[config.mk]
export PLATFORM = sky130hd
export DESIGN_NAME = axil_reg_slave_flat
export DESIGN_NICKNAME = d
export VERILOG_FILES = /design/src/rtl/axil_reg_slave_if.sv /design/src/rtl/axil_reg_slave.sv /design/src/flat_wrapper.sv
export SDC_FILE = /design/constraint.sdc
export NUM_CORES = 1
export LEC_CHECK = 0
export ABC_AREA = 1
export CAP_MARGIN = 20
export CORE_AREA = 2 2 264 266
export DETAILED_ROUTE_END_ITERATION = 8
export DIE_AREA = 0 0 266 268
export HOLD_SLACK_MARGIN = 0.05
export PLACE_DENSITY = 0.66
export REMOVE_ABC_BUFFERS = 1
export SETUP_SLACK_MARGIN = 0.1
export SLEW_MARGIN = 20
export SYNTH_ARGS = -nofsm -noshare
export SYNTH_HDL_FRONTEND = slang
export SYNTH_SLANG_ARGS = --single-unit
[constraint.sdc]
create_clock -name axi_clk_i -period 2.6 [get_ports axi_clk_i]
set_input_delay 0.65 -clock axi_clk_i [delete_from_list [all_inputs] [get_ports axi_clk_i]]
set_output_delay 0.65 -clock axi_clk_i [all_outputs]
set_load 0.02 [all_outputs]
[src/rtl/axil_reg_slave_if.sv]
`default_nettype none
// =============================================================================
// axil_reg_slave_if : AXI4-Lite channel bundle (AW/W/B/AR/R) | Rev 1.0
// =============================================================================
interface axil_reg_slave_if #(
    parameter int ADDR_WIDTH = 32,
    parameter int DATA_WIDTH = 32
);
    logic [ADDR_WIDTH-1:0]   aw_addr;
    logic [2:0]              aw_prot;
    logic                    aw_valid;
    logic                    aw_ready;
    logic [DATA_WIDTH-1:0]   w_data;
    logic [DATA_WIDTH/8-1:0] w_strb;
    logic                    w_valid;
    logic                    w_ready;
    logic [1:0]              b_resp;
    logic                    b_valid;
    logic                    b_ready;
    logic [ADDR_WIDTH-1:0]   ar_addr;
    logic [2:0]              ar_prot;
    logic                    ar_valid;
    logic                    ar_ready;
    logic [DATA_WIDTH-1:0]   r_data;
    logic [1:0]              r_resp;
    logic                    r_valid;
    logic                    r_ready;

    modport master (
        output aw_addr, aw_prot, aw_valid, w_data, w_strb, w_valid, b_ready,
               ar_addr, ar_prot, ar_valid, r_ready,
        input  aw_ready, w_ready, b_resp, b_valid, ar_ready, r_data, r_resp, r_valid
    );

    modport slave (
        input  aw_addr, aw_prot, aw_valid, w_data, w_strb, w_valid, b_ready,
               ar_addr, ar_prot, ar_valid, r_ready,
        output aw_ready, w_ready, b_resp, b_valid, ar_ready, r_data, r_resp, r_valid
    );
endinterface
`default_nettype wire

[src/rtl/axil_reg_slave.sv]
`default_nettype none
// =============================================================================
// axil_reg_slave : AXI4-Lite register bank with byte strobes and write pulses | Rev 1.0
// =============================================================================
module axil_reg_slave #(
    parameter int                    ADDR_WIDTH = 32,
    parameter int                    DATA_WIDTH = 32,
    parameter int                    NUM_REGS   = 16,
    parameter logic [ADDR_WIDTH-1:0] BASE_ADDR  = '0,
    parameter logic [DATA_WIDTH-1:0] RESET_VAL  = '0
) (
    input  logic                                 axi_clk_i,
    input  logic                                 axi_arst_ni,
    axil_reg_slave_if.slave                      axi,
    output logic [NUM_REGS-1:0][DATA_WIDTH-1:0]  reg_o,
    output logic [NUM_REGS-1:0]                  wr_pulse_o
);
    localparam int                  BPW      = DATA_WIDTH / 8;
    localparam int                  ADDR_LSB = $clog2(BPW);
    localparam int                  IDX_W    = (NUM_REGS > 1) ? $clog2(NUM_REGS) : 1;
    localparam logic [ADDR_WIDTH:0] SPAN     = (ADDR_WIDTH+1)'(NUM_REGS * BPW);
    localparam logic [1:0]          OKAY     = 2'b00;
    localparam logic [1:0]          SLVERR   = 2'b10;

    function automatic logic in_range(input logic [ADDR_WIDTH-1:0] addr);
        logic [ADDR_WIDTH-1:0] off;
        off = addr - BASE_ADDR;
        return (addr >= BASE_ADDR) && ({1'b0, off} < SPAN);
    endfunction

    function automatic logic [IDX_W-1:0] reg_idx(input logic [ADDR_WIDTH-1:0] addr);
        logic [ADDR_WIDTH-1:0] off;
        off = (addr - BASE_ADDR) >> ADDR_LSB;
        return IDX_W'(off);
    endfunction

    logic                  aw_full;
    logic [ADDR_WIDTH-1:0] aw_addr_q;
    logic                  w_full;
    logic [DATA_WIDTH-1:0] w_data_q;
    logic [BPW-1:0]        w_strb_q;
    logic                  b_valid_q;
    logic [1:0]            b_resp_q;
    logic                  r_valid_q;
    logic [DATA_WIDTH-1:0] r_data_q;
    logic [1:0]            r_resp_q;

    logic                  commit;
    logic                  wr_in;
    logic [IDX_W-1:0]      wr_idx;
    logic                  rd_in;
    logic [IDX_W-1:0]      rd_idx;
    logic [DATA_WIDTH-1:0] rd_mux;
    logic                  unused_prot;

    assign unused_prot  = ^{axi.aw_prot, axi.ar_prot};

    assign axi.aw_ready = ~aw_full;
    assign axi.w_ready  = ~w_full;
    assign axi.ar_ready = ~r_valid_q;
    assign axi.b_valid  = b_valid_q;
    assign axi.b_resp   = b_resp_q;
    assign axi.r_valid  = r_valid_q;
    assign axi.r_data   = r_data_q;
    assign axi.r_resp   = r_resp_q;

    // A held B response stalls the commit; AW and W can still each buffer one beat.
    assign commit = aw_full & w_full & ~b_valid_q;
    assign wr_in  = in_range(aw_addr_q);
    assign wr_idx = reg_idx(aw_addr_q);
    assign rd_in  = in_range(axi.ar_addr);
    assign rd_idx = reg_idx(axi.ar_addr);

    always_comb begin
        rd_mux = '0;
        for (int i = 0; i < NUM_REGS; i++) begin
            if (rd_idx == IDX_W'(i)) rd_mux = reg_o[i];
        end
    end

    always_ff @(posedge axi_clk_i or negedge axi_arst_ni) begin
        if (!axi_arst_ni) begin
            aw_full    <= 1'b0;
            aw_addr_q  <= '0;
            w_full     <= 1'b0;
            w_data_q   <= '0;
            w_strb_q   <= '0;
            b_valid_q  <= 1'b0;
            b_resp_q   <= OKAY;
            reg_o      <= {NUM_REGS{RESET_VAL}};
            wr_pulse_o <= '0;
        end else begin
            wr_pulse_o <= '0;
            if (axi.aw_valid && !aw_full) begin
                aw_full   <= 1'b1;
                aw_addr_q <= axi.aw_addr;
            end
            if (axi.w_valid && !w_full) begin
                w_full   <= 1'b1;
                w_data_q <= axi.w_data;
                w_strb_q <= axi.w_strb;
            end
            if (commit) begin
                aw_full   <= 1'b0;
                w_full    <= 1'b0;
                b_valid_q <= 1'b1;
                b_resp_q  <= wr_in ? OKAY : SLVERR;
                if (wr_in) begin
                    for (int i = 0; i < NUM_REGS; i++) begin
                        if (wr_idx == IDX_W'(i)) begin
                            wr_pulse_o[i] <= 1'b1;
                            for (int b = 0; b < BPW; b++) begin
                                if (w_strb_q[b]) reg_o[i][8*b +: 8] <= w_data_q[8*b +: 8];
                            end
                        end
                    end
                end
            end else if (b_valid_q && axi.b_ready) begin
                b_valid_q <= 1'b0;
            end
        end
    end

    // rd_mux reads the pre-edge register value, so a same-edge commit is not visible.
    always_ff @(posedge axi_clk_i or negedge axi_arst_ni) begin
        if (!axi_arst_ni) begin
            r_valid_q <= 1'b0;
            r_data_q  <= '0;
            r_resp_q  <= OKAY;
        end else if (axi.ar_valid && !r_valid_q) begin
            r_valid_q <= 1'b1;
            r_data_q  <= rd_in ? rd_mux : '0;
            r_resp_q  <= rd_in ? OKAY : SLVERR;
        end else if (r_valid_q && axi.r_ready) begin
            r_valid_q <= 1'b0;
        end
    end
endmodule
`default_nettype wire

[src/flat_wrapper.sv]
// flat-port wrapper written by rule: the top's interface ports become plain ports
module axil_reg_slave_flat 
#(
    parameter int                    ADDR_WIDTH = 32,
    parameter int                    DATA_WIDTH = 32,
    parameter int                    NUM_REGS   = 16,
    parameter logic [ADDR_WIDTH-1:0] BASE_ADDR  = '0,
    parameter logic [DATA_WIDTH-1:0] RESET_VAL  = '0
)
  (axi_clk_i, axi_arst_ni, reg_o, wr_pulse_o, axi_aw_addr, axi_aw_prot, axi_aw_valid, axi_w_data, axi_w_strb, axi_w_valid, axi_b_ready, axi_ar_addr, axi_ar_prot, axi_ar_valid, axi_r_ready, axi_aw_ready, axi_w_ready, axi_b_resp, axi_b_valid, axi_ar_ready, axi_r_data, axi_r_resp, axi_r_valid);
  axil_reg_slave_if #(.ADDR_WIDTH(ADDR_WIDTH), .DATA_WIDTH(DATA_WIDTH)) axi_i ();
  input  logic axi_clk_i;
  input  logic axi_arst_ni;
  output logic [NUM_REGS-1:0][DATA_WIDTH-1:0] reg_o;
  output logic [NUM_REGS-1:0] wr_pulse_o;
  input wire logic [$bits(axi_i.aw_addr)-1:0] axi_aw_addr;
  input wire logic [$bits(axi_i.aw_prot)-1:0] axi_aw_prot;
  input wire logic [$bits(axi_i.aw_valid)-1:0] axi_aw_valid;
  input wire logic [$bits(axi_i.w_data)-1:0] axi_w_data;
  input wire logic [$bits(axi_i.w_strb)-1:0] axi_w_strb;
  input wire logic [$bits(axi_i.w_valid)-1:0] axi_w_valid;
  input wire logic [$bits(axi_i.b_ready)-1:0] axi_b_ready;
  input wire logic [$bits(axi_i.ar_addr)-1:0] axi_ar_addr;
  input wire logic [$bits(axi_i.ar_prot)-1:0] axi_ar_prot;
  input wire logic [$bits(axi_i.ar_valid)-1:0] axi_ar_valid;
  input wire logic [$bits(axi_i.r_ready)-1:0] axi_r_ready;
  output wire logic [$bits(axi_i.aw_ready)-1:0] axi_aw_ready;
  output wire logic [$bits(axi_i.w_ready)-1:0] axi_w_ready;
  output wire logic [$bits(axi_i.b_resp)-1:0] axi_b_resp;
  output wire logic [$bits(axi_i.b_valid)-1:0] axi_b_valid;
  output wire logic [$bits(axi_i.ar_ready)-1:0] axi_ar_ready;
  output wire logic [$bits(axi_i.r_data)-1:0] axi_r_data;
  output wire logic [$bits(axi_i.r_resp)-1:0] axi_r_resp;
  output wire logic [$bits(axi_i.r_valid)-1:0] axi_r_valid;
  assign axi_i.aw_addr = axi_aw_addr;
  assign axi_i.aw_prot = axi_aw_prot;
  assign axi_i.aw_valid = axi_aw_valid;
  assign axi_i.w_data = axi_w_data;
  assign axi_i.w_strb = axi_w_strb;
  assign axi_i.w_valid = axi_w_valid;
  assign axi_i.b_ready = axi_b_ready;
  assign axi_i.ar_addr = axi_ar_addr;
  assign axi_i.ar_prot = axi_ar_prot;
  assign axi_i.ar_valid = axi_ar_valid;
  assign axi_i.r_ready = axi_r_ready;
  assign axi_aw_ready = axi_i.aw_ready;
  assign axi_w_ready = axi_i.w_ready;
  assign axi_b_resp = axi_i.b_resp;
  assign axi_b_valid = axi_i.b_valid;
  assign axi_ar_ready = axi_i.ar_ready;
  assign axi_r_data = axi_i.r_data;
  assign axi_r_resp = axi_i.r_resp;
  assign axi_r_valid = axi_i.r_valid;
  axil_reg_slave #(.ADDR_WIDTH(ADDR_WIDTH), .DATA_WIDTH(DATA_WIDTH), .NUM_REGS(NUM_REGS), .BASE_ADDR(BASE_ADDR), .RESET_VAL(RESET_VAL)) u_core (.axi_clk_i(axi_clk_i), .axi_arst_ni(axi_arst_ni), .axi(axi_i), .reg_o(reg_o), .wr_pulse_o(wr_pulse_o));
endmodule
==> results.cfg, run 1 <==
[power_and_ir_drop]
leakagePower_nw = 17.13
ir_drop_mv = 0.5154
p_total_mw = 25.59
p_per_area_nw_per_um2 = 649.1

[final_layout]
final_util = 0.5779
area_growth_pct = 38.22
fin_area_sq_um = 39430
final_common_cell = nand2_1
layout-drive-gt1-share = 0.1098
fin_nets = 4053
stdcell_count = 4872
layout_common_cells = 1013 x nand2_1, 666 x clkdlybuf4s50_1, 632 x dfrtp_1

[critical_path]
path_class = flop to primary output
worst-path-buf-inv = 1
start_kind = flop
cp_top_family = buffers and inverters
crit_arrival_ps = 1780
crit_chain = clkdlybuf4s50_1
max_stage_delay_ps = 780
crit_fanout = 3
cp.required_ps = 1950
end_kind = primary output
cp_slowest_cell = clkdlybuf4s50_1

[drt]
avgRoutedWirePerCell_um = 23.53
vias_per_cell = 5.365
vias = 26140
dr.pass1.iters = 6
drc = 0
ant_nets = 0
drt-initial-drc-count = 2529
drt-total-wl_mm = 114.6

[synth]
synthCells = 3218
netlist_area_sq_um = 28520
synthAdderAreaFrac = 0
yosys-top-cells-area = dfrtp_1 55%, nand2_1 13%, o21ai_0 7.4%
synth.mux.area_fraction = 0.01026
yosys.area.top_type_share = 0.5545
synth_compound_area_frac = 0.1066
synth_xor_area_frac = 0
synth-async-reset-ratio = 1.000
ys_seq_elements = 632
yosysWarnings = 0
synth_edf_count = 0
yosysSeqAreaShare = 0.5545
synth_top_flop_cell = dfrtp_1
synthDistinctLibCells = 33
synth_top_family_by_area = simple AND/OR/NAND/NOR gates
synth.largest_area_cell = dfrtp_1
syn_avg_cell_area_sq_um = 8.864
yosys.area_share.simple = 0.2617

[placed_design]
dp.cells = 4750
routabilityCongestion = 0.9314
place_hpwl_mm = 84.82
place_ws_ps = -448.4
dpl_cell_area_sq_um = 36950
port_buffers = 669

[sta]
period_needed_ps = 2428
drv_slew = 0
fmax_ghz = 0.4118
worst_slew_margin_rel = 0.5246
skew_ps = 21.09
fin_ws_ps = 171.7
setup_viol = 0
finalHoldViolCount = 0
worst_slew_pin_slew_ps = 712.3
finalCritPeriodShare = 0.9340
grt_setup_unrepaired = true

[grt]
first_global_vias = 24420
grt_pass1_wl_mm = 164.8
grt_usage = 0.3156
grt.overflow.total = 0
grt_max_degree = 67
antenna_found_initial = 7

[clock_tree]
clk_latency_ps = 620
cts_buffers = 69
cts_tree = built
root_buffer = clkbuf_16
clk_pin_slew_ps = 60
htreeDepth = 3
ctsLongestPathBuffers = 3
cts_sinks = 632

[floorplan]
die_h_um = 268
fp.dieArea_sq_um = 71290
core_region_area_sq_um = 68230
core.rowCount = 96
initial_core_util = 0.4181
die_w_um = 266
num_io_pins = 682

[run]
cap_violations = 0

[run_status]
status = completed

[worst_hold_path]
hp-class = flop to flop
-- sequential cells by signal (all words and copies together), names as in the netlist --
signal and count:
u_core.aw_addr_q 30, u_core.aw_full 1, u_core.axi.b_resp 1, u_core.axi.b_valid 1
u_core.axi.r_data 32, u_core.axi.r_resp 1, u_core.axi.r_valid 1, u_core.reg_o 512
u_core.w_data_q 32, u_core.w_full 1, u_core.w_strb_q 4, u_core.wr_pulse_o 16
-- worst paths after layout --
check / from / end / slack, ps / depth (start not counted)
worst min register to register: u_core.axi.r_data[23]$_DFFE_PN0P_ / u_core.axi.r_data[23]$_DFFE_PN0P_ / 480 / 2
min in group asynchronous: axi_arst_ni / u_core.w_data_q[5]$_DFFE_PN0P_ / 540 / 2
worst max register to register: u_core.axi.b_valid$_DFFE_PN0P_ / u_core.reg_o[290]$_DFFE_PN0P_ / 280 / 7
worst min-delay path: u_core.axi.r_data[23]$_DFFE_PN0P_ / u_core.axi.r_data[23]$_DFFE_PN0P_ / 480 / 2
worst max-delay path: u_core.reg_o[31]$_DFFE_PN0P_ / reg_o[31] / 170 / 1
max in group asynchronous: axi_arst_ni / u_core.reg_o[304]$_DFFE_PN0P_ / 1200 / 4
-- metrics by stage --
step,hold WS (ps),setup TNS [ps]
after detailed placement,466.7,-11680
after global placement,463.8,-10870
after global routing,507.3,0
after CTS,482.6,0
after floorplan,354.4,-4285560
final,479.7,0
-- routing by layer --
layer	global-route usage	routed length [um]	vias to the layer above
met5	0	40	-
met4	0.1476	5805	6
met3	0.06588	9069	270
met2	0.4995	53150	1194
met1	0.4175	46550	12700
li1	-	-	11970
-- Yosys cell counts (2+ instances only) --
library cell	count
mux2_2	26
buf_1	2
inv_1	154
buf_12	9
nand2_2	5
nor2_4	6
o21ai_0	423
nand3_4	56
or2_2	40
buf_6	56
or2_0	21
nor3_1	36
nor2_1	212
nand4_1	77
clkbuf_1	90
nor4_1	11
nand3_1	118
o21ai_1	94
nor2_2	3
buf_4	2
a21oi_1	89
buf_2	24
inv_2	3
dfrtp_1	632
nand2_1	1019
clkinv_1	3
-- where the power goes --
group / switching (mW) / total, mW / internal (mW) / leakage [nW]
clock: 4.24 / 10.5 / 6.25 / 1.18
combinational: 3.26 / 4.39 / 1.13 / 7.39
sequential: 0.303 / 10.7 / 10.4 / 8.56
-- timing repair --
item / CTS / global route
hold endpoints to repair: 39 / 0
buffers inserted: 0 / 0
setup endpoints to repair: 0 / 308
resized for setup: 0 / 12
hold buffers: 1 / 0
-- kinds of logic after synthesis --
group | count (synthesis)
AND/OR/NAND/NOR | 1608
other | 1
AO/OA/AOI/OAI | 607
multiplexers | 26
flip-flops | 632
buffers and inverters | 344
-- final cells by class --
cell class                 instances  area (sq um)
clock inverter                    20         347.8
antenna                            1         2.502
sequential                       632         15820
clock buffer                     100          2064
inverter                         160         600.6
timing repair buffer             834          8534
fill                            6063         28800
multi-input combinational       2243         10960
tap                              882          1104
Note: power is estimated with default switching activity, not from simulation.
==> run 2: changes to the inputs <==
--- a/config.mk
+++ b/config.mk
@@ -8,6 +8,7 @@
 export ABC_AREA = 1
 export CAP_MARGIN = 20
 export CORE_AREA = 2 2 264 266
+export CTS_CLUSTER_SIZE = 24
 export DETAILED_ROUTE_END_ITERATION = 8
 export DIE_AREA = 0 0 266 268
 export HOLD_SLACK_MARGIN = 0.05
==> results of run 2 <==
No change in the layout: final DEF, timing and power equal those of run 1.
==> run 3: changes to the inputs <==
==> constraint.sdc (replaced) <==
create_clock -name axi_clk_i -period 2.6 [get_ports axi_clk_i]
set_input_delay 0.52 -clock axi_clk_i [delete_from_list [all_inputs] [get_ports axi_clk_i]]
set_output_delay 0.52 -clock axi_clk_i [all_outputs]
set_load 0.02 [all_outputs]
==> run 3 against run 2 <==
Utilization is essentially flat. Global-route usage grew 0.10 points. Sequential share of layout area is essentially flat. Sequential cell count is the same. Clock-buffer cell count grew 1. Non-clock buffer count grew 4. Via count grew 0.65%. First-iteration DRC count shrank 4.1%. Critical endpoint is now u_core.reg_o[507]$_DFFE_PN0P_. Highest routed layer unchanged.
==> results.cfg, run 3 (synthesis gave the netlist of run 1 again) <==
[run]
cap_violations = 0

[drt]
vias_per_cell = 5.382
ant_nets = 0
avgRoutedWirePerCell_um = 23.74
vias = 26310
dr.pass1.iters = 5
drc = 0
drt-total-wl_mm = 116.0
drt-initial-drc-count = 2425

[grt]
grt_pass1_wl_mm = 166.1
grt_max_degree = 75
met1_usage = 0.4060
antenna_found_initial = 9
use_met3 = 0.07761
busiest_layer = met2
first_global_vias = 25080
grt_usage = 0.3166
grt.overflow.total = 0
globalRouteMet2Util = 0.5101

[power_and_ir_drop]
p_total_mw = 25.09
power_frac_comb = 0.179
leakagePower_nw = 17.09
ir_drop_mv = 0.4632
switchingPower_mw = 7.733
p_clk_frac = 0.393
p_seq_frac = 0.428
p_per_area_nw_per_um2 = 636.4
p_sw_frac = 0.3082
internal_power_mw = 17.36

[critical_path]
end_kind = flop
crit_arrival_ps = 2850
worst-path-buf-inv = 4
max_stage_delay_ps = 420
cp_top_family = simple AND/OR/NAND/NOR gates
cp_slowest_cell = dfrtp_1
timing.rr.start = u_core.aw_addr_q[31]$_DFFE_PN0P_
path_class = flop to flop
cp.required_ps = 3050
crit_chain = nor4_4 > nand4_1 > nor4_4 > buf_4 > buf_12 > buf_16 > buf_12 > nand3_4 > nand2_1 > o21ai_0
cp-startpoint = u_core.aw_addr_q[31]$_DFFE_PN0P_
start_kind = flop
crit_fanout = 19

[sta]
grt_setup_unrepaired = true
skew_ps = 21.99
worst_slew_pin_slew_ps = 716.1
drv_slew = 0
period_needed_ps = 2401
finalSetupTns_ps = 0
holdWs_ps = 455.4
fmax_ghz = 0.4165
finalCritPeriodShare = 0.9234
finalHoldViolCount = 0
worst_slew_margin_rel = 0.5221
setup_viol = 0
fin_ws_ps = 199.3

[final_layout]
regMostFlops = u_core.reg_o
layout_common_cells = 1016 x nand2_1, 668 x clkdlybuf4s50_1, 632 x dfrtp_1
fill_cells = 6009
final_common_cell = nand2_1
largest_register_ffs = 512
area_growth_pct = 38.21
fin_nets = 4064
final_util = 0.5778
layout-drive-gt1-share = 0.1109

[clock_tree]
cts_buffers = 69
htreeDepth = 3
clk_latency_ps = 600
cts_tree = built
clk_pin_slew_ps = 60
root_buffer = clkbuf_16
cts_sinks = 632
ctsLongestPathBuffers = 3

[run_status]
status = completed

[floorplan]
fp.dieArea_sq_um = 71290
die_w_um = 266
core.rowCount = 96
num_io_pins = 682
die_h_um = 268
core_region_area_sq_um = 68230
initial_core_util = 0.4181

[worst_hold_path]
hp-class = input pin to async pin

[placed_design]
place_hpwl_mm = 84.41
place_ws_ps = -335.0
routabilityCongestion = 0.9343
port_buffers = 669
[run 3: cell count changes in the layout (fill, tap and decap cells not counted), sizes merged]
| cell | before | now |
|---|---|---|
| clkinvlp | 2 | 1 |
| inv | 160 | 159 |
| nand3 | 174 | 181 |
| dlymetal6s2s | 2 | 0 |
| buf | 165 | 169 |
| clkdlybuf4s50 | 666 | 668 |
| clkinv | 11 | 18 |
| clkbuf | 100 | 101 |
| bufinv | 7 | 3 |
| diode | 1 | 4 |
[run 3: path summary, 6_finish.rpt]
check                                               endpoint  slack (ps)  cells after the start
max in group asynchronous     u_core.axi.r_valid$_DFFE_PN0P_        1190                      3
min in group axi_clk_i     u_core.axi.r_data[31]$_DFFE_PN0P_         480                      2
hold reg to reg            u_core.axi.r_data[31]$_DFFE_PN0P_         480                      2
hold / removal                 u_core.reg_o[422]$_DFFE_PN0P_         460                      2
setup / recovery               u_core.reg_o[507]$_DFFE_PN0P_         200                     10
setup reg to reg               u_core.reg_o[507]$_DFFE_PN0P_         200                     10
[run 3: cell type report]
type | instances | area [sq um] | area share
sequential | 632 | 15820 | 0.4012
timing repair buffer | 838 | 8588 | 0.2178
clock inverter | 21 | 216.5 | 0.005491
tap | 882 | 1104 | 0.02799
antenna | 4 | 10.01 | 0.0002539
clock buffer | 101 | 2049 | 0.05199
multi-input combinational | 2250 | 11040 | 0.2800
inverter | 160 | 600.6 | 0.01523
[run 3: routing by layer]
metal,share of wire,routed length (um)
met1,0.40,46560
met2,0.47,54190
met3,0.087,10100
met4,0.044,5104
met5,0.00061,71
[run 3: power groups by stage]
stage	clock network [mW]	logic (mW)	registers [mW]
after floorplan	0	2.14	10.9
after global placement	0	4.28	10.8
after detailed placement	0	4.33	10.9
after CTS	9.99	4.36	10.7
after global routing	10.4	4.82	10.8
final	9.85	4.50	10.7
[run 3: what timing repair did]
action,CTS,global route
endpoints found under the setup margin,3,219
endpoints found under the hold margin,44,0
hold buffers,1,0
gates cloned,0,7
gates resized for setup,2,10
pin swaps,1,8
setup buffers,1,11
[run 3: stage by stage]
step           std cells  area [sq um]
2_1_floorplan       3035         27220
3_3_place_gp        4742         36920
3_5_place_dp        4742         36920
4_1_cts             4866         39210
5_1_grt             4888         39420
6_report            4888         39420
